--- config.mk ---
export PLATFORM = sky130hd
export DESIGN_NAME = quad_decoder
export DESIGN_NICKNAME = d
export VERILOG_FILES = /design/src/rtl/quad_pkg.sv /design/src/rtl/quad_input_filter.sv /design/src/rtl/quad_decoder.sv
export SDC_FILE = /design/constraint.sdc
export NUM_CORES = 1
export LEC_CHECK = 0
export CORE_ASPECT_RATIO = 1.1
export CORE_MARGIN = 2
export CORE_UTILIZATION = 59
export CTS_BUF_LIST = sky130_fd_sc_hd__clkbuf_4
export DETAILED_ROUTE_END_ITERATION = 8
export PLACE_DENSITY = 0.85
export SYNTH_ARGS = -nofsm -noshare
export SYNTH_HDL_FRONTEND = slang
export SYNTH_SLANG_ARGS = --single-unit
--- constraint.sdc ---
create_clock -name clk -period 4.9 [get_ports clk]
set_input_delay 1.225 -clock clk [delete_from_list [all_inputs] [get_ports clk]]
set_output_delay 1.225 -clock clk [all_outputs]
set_load 0.02 [all_outputs]
--- src/rtl/quad_pkg.sv ---
// -----------------------------------------------------------------------------
// quad_pkg
// Shared types, constants and helpers for the quadrature decoder.
//   phase_idx_t  : 2-bit electrical phase index of an {a,b} pair
//   ab_to_idx()  : maps the Gray-coded {a,b} pair onto a linear phase index
//   DIR_FWD/REV  : encoding of the direction output
//   quad_state_t : decoder control FSM states
// -----------------------------------------------------------------------------
package quad_pkg;

  typedef logic [1:0] phase_idx_t;

  localparam logic DIR_FWD = 1'b1;
  localparam logic DIR_REV = 1'b0;

  typedef enum logic {
    INIT,
    RUN
  } quad_state_t;

  // Forward rotation walks 11 -> 01 -> 00 -> 10 -> 11, so the index rises by
  // one (mod 4) per forward step and the difference of two indices tells the
  // direction without a lookup table of transitions.
  function automatic phase_idx_t ab_to_idx(input logic [1:0] ab);
    phase_idx_t idx;
    case (ab)
      2'b11:   idx = 2'd0;
      2'b01:   idx = 2'd1;
      2'b00:   idx = 2'd2;
      default: idx = 2'd3;
    endcase
    return idx;
  endfunction

endpackage

--- src/rtl/quad_input_filter.sv ---
// -----------------------------------------------------------------------------
// quad_input_filter
// Two-flop synchronizer followed by a stability filter on a W-bit group of
// asynchronous pins. A new level is accepted only after the synchronized group
// has held the same value for FILT_LEN consecutive cycles.
//
// Ports
//   clk       in   system clock
//   rst       in   synchronous active-high reset
//   din       in   W  raw asynchronous pins
//   filt      out  W  accepted (filtered) level
//   filt_prev out  W  accepted level before the most recent change
//   changed   out  1  one-cycle pulse when filt took a new, different value
//   valid     out  1  set once the first stable level has been loaded
//
// The very first stable level is loaded silently (valid rises, no changed
// pulse) so the consumer can initialise without seeing a spurious transition.
// -----------------------------------------------------------------------------
module quad_input_filter #(
  parameter int W        = 2,
  parameter int FILT_LEN = 4
) (
  input  logic         clk,
  input  logic         rst,
  input  logic [W-1:0] din,
  output logic [W-1:0] filt,
  output logic [W-1:0] filt_prev,
  output logic         changed,
  output logic         valid
);

  localparam int CNT_W = $clog2(FILT_LEN);
  localparam logic [CNT_W-1:0] CNT_LAST = CNT_W'(FILT_LEN - 1);

  logic [W-1:0]     sync1;
  logic [W-1:0]     sync2;
  logic [W-1:0]     cand;     // previous synchronized sample
  logic [1:0]       prime;    // marks when sync2 holds real pin data
  logic [CNT_W-1:0] run_cnt;  // consecutive equal samples seen, minus one
  logic             stable;

  // This sample completes a run of FILT_LEN identical samples.
  assign stable = prime[1] && (sync2 == cand) && (run_cnt == CNT_LAST);

  always_ff @(posedge clk) begin
    if (rst) begin
      sync1     <= '0;
      sync2     <= '0;
      cand      <= '0;
      prime     <= '0;
      run_cnt   <= '0;
      filt      <= '0;
      filt_prev <= '0;
      changed   <= 1'b0;
      valid     <= 1'b0;
    end else begin
      // NOTE: non-blocking assignments let every register sample the
      // pre-edge value of the others, which is what forms the flop chain.
      sync1   <= din;
      sync2   <= sync1;
      cand    <= sync2;
      prime   <= {prime[0], 1'b1};
      changed <= 1'b0;

      // Reset zeros in the synchronizer must not count as a stable level.
      if (!prime[1]) begin
        run_cnt <= '0;
      end else if (sync2 != cand) begin
        run_cnt <= CNT_W'(1);
      end else if (run_cnt != CNT_LAST) begin
        run_cnt <= run_cnt + CNT_W'(1);
      end

      if (stable) begin
        if (!valid) begin
          filt  <= sync2;
          valid <= 1'b1;
        end else if (sync2 != filt) begin
          filt      <= sync2;
          filt_prev <= filt;
          changed   <= 1'b1;
        end
      end
    end
  end

endmodule

--- src/rtl/quad_decoder.sv ---
// -----------------------------------------------------------------------------
// quad_decoder
// Decodes two-phase (A/B) quadrature signals into a signed position count,
// per-step pulses, a direction flag and a windowed velocity.
// Forward sequence (a,b) = 11 -> 01 -> 00 -> 10 -> 11 counts up.
//
// Parameters
//   POS_W    position width (two's complement, wraps)
//   FILT_LEN consecutive stable cycles to accept a new input level (>= 2)
//   VEL_WIN  clocks per velocity window
//   VEL_W    velocity width (signed, saturating)
//
// Ports
//   clk         in   system clock
//   rst         in   synchronous active-high reset
//   enc_a       in   phase A (asynchronous)
//   enc_b       in   phase B (asynchronous)
//   enc_z       in   index channel (asynchronous, QUAD_INDEX_EN only)
//   clear       in   synchronous position clear
//   position    out  POS_W signed step count
//   step_pulse  out  one-cycle pulse per accepted step
//   direction   out  direction of last step (1 = forward)
//   err_pulse   out  one-cycle pulse on an illegal two-bit jump
//   index_pulse out  one-cycle pulse on a filtered Z rising edge
//                    (QUAD_INDEX_EN only)
//   velocity    out  VEL_W signed steps counted in the last window
//   vel_valid   out  one-cycle pulse when velocity updates
//
// Build option: define QUAD_INDEX_EN to add the Z index channel, which zeroes
// the position on each filtered rising edge of enc_z.
//
// Latency: a level first sampled at edge N is visible on step_pulse/position
// after edge N+2+FILT_LEN (2 sync flops, FILT_LEN filter, output register).
// -----------------------------------------------------------------------------
module quad_decoder
  import quad_pkg::*;
#(
  parameter int POS_W    = 16,
  parameter int FILT_LEN = 4,
  parameter int VEL_WIN  = 27000,
  parameter int VEL_W    = 12
) (
  input  logic             clk,
  input  logic             rst,
  input  logic             enc_a,
  input  logic             enc_b,
`ifdef QUAD_INDEX_EN
  input  logic             enc_z,
`endif
  input  logic             clear,
  output logic [POS_W-1:0] position,
  output logic             step_pulse,
  output logic             direction,
  output logic             err_pulse,
`ifdef QUAD_INDEX_EN
  output logic             index_pulse,
`endif
  output logic [VEL_W-1:0] velocity,
  output logic             vel_valid
);

  localparam int WIN_W = $clog2(VEL_WIN);
  localparam logic [WIN_W-1:0] WIN_LAST = WIN_W'(VEL_WIN - 1);
  localparam logic signed [VEL_W-1:0] VEL_MAX = {1'b0, {(VEL_W-1){1'b1}}};
  localparam logic signed [VEL_W-1:0] VEL_MIN = -VEL_MAX;

  quad_state_t state;
  quad_state_t state_next;

  logic [1:0] ab_filt;
  logic [1:0] ab_prev;
  logic       ab_changed;
  logic       ab_valid;

  phase_idx_t delta;
  logic       step_fwd;
  logic       step_rev;
  logic       step_err;
  logic       pos_zero;
  logic [POS_W-1:0] pos_next;

  logic [WIN_W-1:0]        win_cnt;
  logic                    win_last;
  logic signed [VEL_W-1:0] vel_acc;
  logic signed [VEL_W-1:0] acc_next;

  // ---------------------------------------------------------------------------
  // Input conditioning
  // ---------------------------------------------------------------------------
  quad_input_filter #(
    .W        (2),
    .FILT_LEN (FILT_LEN)
  ) u_ab_filter (
    .clk       (clk),
    .rst       (rst),
    .din       ({enc_a, enc_b}),
    .filt      (ab_filt),
    .filt_prev (ab_prev),
    .changed   (ab_changed),
    .valid     (ab_valid)
  );

`ifdef QUAD_INDEX_EN
  logic z_filt;
  logic z_prev;
  logic z_changed;
  logic z_valid;
  logic z_rise;

  quad_input_filter #(
    .W        (1),
    .FILT_LEN (FILT_LEN)
  ) u_z_filter (
    .clk       (clk),
    .rst       (rst),
    .din       (enc_z),
    .filt      (z_filt),
    .filt_prev (z_prev),
    .changed   (z_changed),
    .valid     (z_valid)
  );

  assign z_rise   = (state == RUN) && z_valid && z_changed && z_filt && !z_prev;
  // Index and clear both force zero, and both outrank a concurrent step.
  assign pos_zero = clear || z_rise;
`else
  assign pos_zero = clear;
`endif

  // ---------------------------------------------------------------------------
  // Control FSM: hold off decoding until the first stable level is loaded.
  // ---------------------------------------------------------------------------
  always_ff @(posedge clk) begin
    if (rst) begin
      state <= INIT;
    end else begin
      state <= state_next;
    end
  end

  always_comb begin
    // NOTE: assign a default before any branch so no path leaves the
    // signal unassigned, which would otherwise infer a latch.
    state_next = state;
    case (state)
      INIT:    if (ab_valid) state_next = RUN;
      RUN:     state_next = RUN;
      default: state_next = INIT;
    endcase
  end

  // ---------------------------------------------------------------------------
  // Step decode: the modular index difference classifies the transition.
  // ---------------------------------------------------------------------------
  always_comb begin
    delta    = ab_to_idx(ab_filt) - ab_to_idx(ab_prev);
    step_fwd = 1'b0;
    step_rev = 1'b0;
    step_err = 1'b0;
    if ((state == RUN) && ab_changed) begin
      case (delta)
        2'd1:    step_fwd = 1'b1;
        2'd3:    step_rev = 1'b1;
        2'd2:    step_err = 1'b1;
        default: ;
      endcase
    end
  end

  always_comb begin
    pos_next = position;
    if (step_fwd) begin
      pos_next = position + POS_W'(1);
    end else if (step_rev) begin
      pos_next = position - POS_W'(1);
    end
    if (pos_zero) begin
      pos_next = '0;
    end
  end

  // ---------------------------------------------------------------------------
  // Velocity: saturating per-window step accumulator. The step decoded on the
  // last window cycle still belongs to that window.
  // ---------------------------------------------------------------------------
  assign win_last = (win_cnt == WIN_LAST);

  always_comb begin
    acc_next = vel_acc;
    if (step_fwd && (vel_acc != VEL_MAX)) begin
      acc_next = vel_acc + VEL_W'(1);
    end else if (step_rev && (vel_acc != VEL_MIN)) begin
      acc_next = vel_acc - VEL_W'(1);
    end
  end

  // ---------------------------------------------------------------------------
  // Output and datapath registers
  // ---------------------------------------------------------------------------
  always_ff @(posedge clk) begin
    if (rst) begin
      position   <= '0;
      step_pulse <= 1'b0;
      direction  <= DIR_REV;
      err_pulse  <= 1'b0;
      velocity   <= '0;
      vel_valid  <= 1'b0;
      win_cnt    <= '0;
      vel_acc    <= '0;
`ifdef QUAD_INDEX_EN
      index_pulse <= 1'b0;
`endif
    end else begin
      position   <= pos_next;
      step_pulse <= step_fwd | step_rev;
      err_pulse  <= step_err;
      if (step_fwd) begin
        direction <= DIR_FWD;
      end else if (step_rev) begin
        direction <= DIR_REV;
      end
`ifdef QUAD_INDEX_EN
      index_pulse <= z_rise;
`endif

      vel_valid <= win_last;
      if (win_last) begin
        win_cnt  <= '0;
        velocity <= acc_next;
        vel_acc  <= '0;
      end else begin
        win_cnt  <= win_cnt + WIN_W'(1);
        vel_acc  <= acc_next;
      end
    end
  end

endmodule

==> key figures <==
CTS
  • Clock slew at reported path FFs: around 130 ps
  • Post-CTS Resized: 0
  • Hold buffer count at cts: 0
  • CTS Buf Count: 9
  • Clk buf depth: 2
  • Clk Latency, worst-skew pair: approximately 440 ps
  • Post-CTS Setup Repair Bufs: 0
  • CTS tree: done
  • Root Driver: clkbuf_4
  • H-Tree Depth: 3
  • # clock sinks: 76

Detailed routing
  • Detailed Routing Iterations Pass 1: 5
  • Final wirelength: 8.17 mm
  • DRT iter0 DRCs: 217
  • Vias/cell: 5.79
  • Post-route DRC: 0
  • Post-DRT Antenna Nets: 0
  • WL/cell: 14.3 um
  • Via count: 3,307

Yosys
  • Synth Cell Area: 3930 um2
  • Most frequent cells after synthesis: dfxtp_1 (76), nor2_1 (66), nand2_1 (38), ha_1 (24), nand3_1 (20)
  • Fraction of registers with async set/reset: 0
  • Post-synth EDFFs: 0
  • Most frequent cell after synthesis: dfxtp_1
  • Post-synth top area cell: dfxtp_1
  • Avg Cell Area, Syn: 8.62 um2
  • Post-Synthesis Cells: between 400 and 500
  • Sequential share of the synthesized area: 0.387
  • Share of Yosys cell area claimed by the top area cell type: 0.387
  • Synth unique cells: 58
  • Synth warn: 0
  • Syn nets: 486
  • Leading post-synthesis cells by cell area: dfxtp_1 (39%), ha_1 (7.6%), nor2_1 (6.3%), xor2_1 (4.2%), xnor2_1 (3.8%)
  • #FFs+latches synth: 76
  • Dominant synthesized flop cell: dfxtp_1

Setup path
  • Crit end category: register
  • CP bufs+invs: 3
  • Setup crit start kind: register
  • CP Data Arrival Time: between 4000 and 5000 ps
  • Cell Chain, Critical Path: inv_1, ha_1, inv_1, ha_1, xnor3_1, nand2_1, inv_1, fa_1, nand2b_1, a21oi_1, o31ai_1, and3b_1, or4_1, a311oi_1
  • Most frequent CP cell: inv_1
  • Worst setup path class: reg2reg
  • Slowest-stage cell, CP: nand2_1
  • Worst R2R Start: u_ab_filter.filt[0]
  • CP max FO: 16
  • Max incr delay on CP: roughly 530 ps
  • CP top delay family: simple AND/OR/NAND/NOR gates
  • Reg-to-Reg End: position[14]
  • CP Data Required Time: between 5000 and 6000 ps
  • R2R setup slack: 570 ps
  • Path depth of the worst reg2reg path: 14

Final layout
  • Register Area: 1520 um2
  • Fin area: 4450 um2
  • N_diodes: 0
  • Proportion of layout cells with a drive suffix above 1: 0.0552
  • Final #Nets: 514
  • Area of the multi-input gates: 2250 um2
  • Layout filler cell count: 524
  • Final Util: 0.683
  • Area delta synth->final: 13.2%

GRT
  • First-pass GRT wire length: 13.6 mm
  • GRT Util Overall: 0.239
  • Pin count of the biggest net entering global routing: 26
  • Initial antenna violation count: 0
  • GR Overflow Total: 0
  • Vias in the first global route: 3,028

STA
  • WHS: 452 ps
  • Tmin final: 4330 ps
  • Least-Margin Pin Slew: 809 ps
  • Fmax: about 0.23 GHz
  • RSZ-0062 raised after global routing: no
  • Final hold violations: 0
  • Slew Limit Fails: 0
  • Setup TNS: 0 ps
  • Setup Viol. Count Final: 0
  • Worst slew margin: 0.461
  • Final cycle utilization of the critical path: 0.884
  • Clk_skew: 9.42 ps

Placement
  • Port bufs: 36
  • Gp weighted congestion: 0.894
  • Hpwl dp: 5.85 mm
  • Cell Area, Placed: between 4000 and 5000 um2

Power and ir drop
  • Overall power: 1050 uW
  • Peak supply drop: 0.000182 V
  • Cell Pwr Density: 235 nW/um2
  • Leak: about 0.0018 uW

Floorplanning
  • Area of the core: ~6500 um2
  • # rows: 31
  • Chip width: 81.8 um
  • I/O pin count: 37
  • Die Ht: 89.6 um
  • Die area: 7330 um2
  • Starting density of the core: 0.603

Worst hold path
  • Min-Delay Startpoint: u_ab_filter.sync1[1]
  • Sink of the worst hold path: u_ab_filter.sync2[1]
  • Cell count of the worst hold path: 1
  • Worst Hold Class: reg2reg

Status
  • Status: finished clean

Job
  • MaxCap Viol Count: 0
[cell families after synthesis]
logic type / Yosys count / synth area share
adder cells (fa/ha/maj): 25 / 0.0815
AO/OA/AOI/OAI: 80 / 0.139
multiplexers: 8 / 0.0204
flip-flops: 76 / 0.387
buffers and inverters: 37 / 0.0407
XOR/XNOR: 37 / 0.0859
AND/OR/NAND/NOR: 193 / 0.245
[metrics by stage]
stage | std cells | setup WS [ps]
after floorplan | 456 | 1130
after global placement | 555 | 834
after detailed placement | 555 | 604
after CTS | 571 | 579
after global routing | 571 | 270
final | 571 | 568
[state kept, by name, indices dropped and copies added (netlist names), 12 cells and up]
name / flops
position: 16
win_cnt: 15
vel_acc: 12
velocity: 12
[where the power goes]
group / leakage [uW] / internal (uW) / total, uW / switching (uW)
clock: 0.0000759 / 159 / 396 / 237
combinational: 0.00108 / 9.22 / 24.2 / 15.0
sequential: 0.000614 / 623 / 627 / 3.97
[layout by cell type, fill, tap and decap left out, types with 3 or more instances in the layout]
cell type | Yosys | layout
nor3_1 | 4 | 4
o31ai_1 | 4 | 4
or2_2 | 3 | 3
and2_1 | 4 | 4
nor4_1 | 10 | 10
a211o_1 | 3 | 3
o21a_1 | 4 | 4
inv_1 | 16 | 16
o22ai_1 | 3 | 3
xor2_1 | 19 | 19
clkbuf_4 | 0 | 9
nand2b_1 | 3 | 3
o21ai_0 | 15 | 15
a21o_1 | 4 | 4
ha_1 | 24 | 24
a211oi_1 | 7 | 7
mux2i_1 | 8 | 8
and3_1 | 10 | 10
clkdlybuf4s50_1 | 0 | 36
nand3_1 | 20 | 20
or3_1 | 4 | 4
o211ai_1 | 3 | 3
nand4_1 | 9 | 9
nand2_1 | 38 | 38
xnor2_1 | 17 | 17
o21ai_1 | 3 | 3
nor2b_1 | 9 | 9
a21oi_1 | 18 | 18
dfxtp_1 | 76 | 76
nor2_1 | 66 | 66
or4_1 | 3 | 3
[layer usage]
layer / track usage / up-vias / share of wire
met5: 0 / - / 0
li1: - / 1660 / -
met4: 0.0864 / 0 / 0.019
met3: 0.0620 / 17 / 0.057
met1: 0.295 / 1527 / 0.44
met2: 0.405 / 103 / 0.49
[area by class of cell]
type	instances	share of cell area
multi-input cells	343	0.505
flip-flops and latches	76	0.342
inverters	16	0.0135
clock buffers	9	0.0152
well taps	82	0.0230
clock inverters	7	0.0169
repair buffers	38	0.0843
[worst max-delay path by stage]
stage                              end  cells past startpoint                start  slack [ps]
after floorplan           position[14]                     15  u_ab_filter.filt[0]        1130
after global placement    position[14]                     14  u_ab_filter.filt[0]         830
after detailed placement  position[14]                     14  u_ab_filter.filt[0]         600
after CTS                 position[14]                     14  u_ab_filter.filt[0]         580
after global routing      position[14]                     14  u_ab_filter.filt[0]         270
final                     position[14]                     14  u_ab_filter.filt[0]         570
Power figures use the tool's default switching activity.
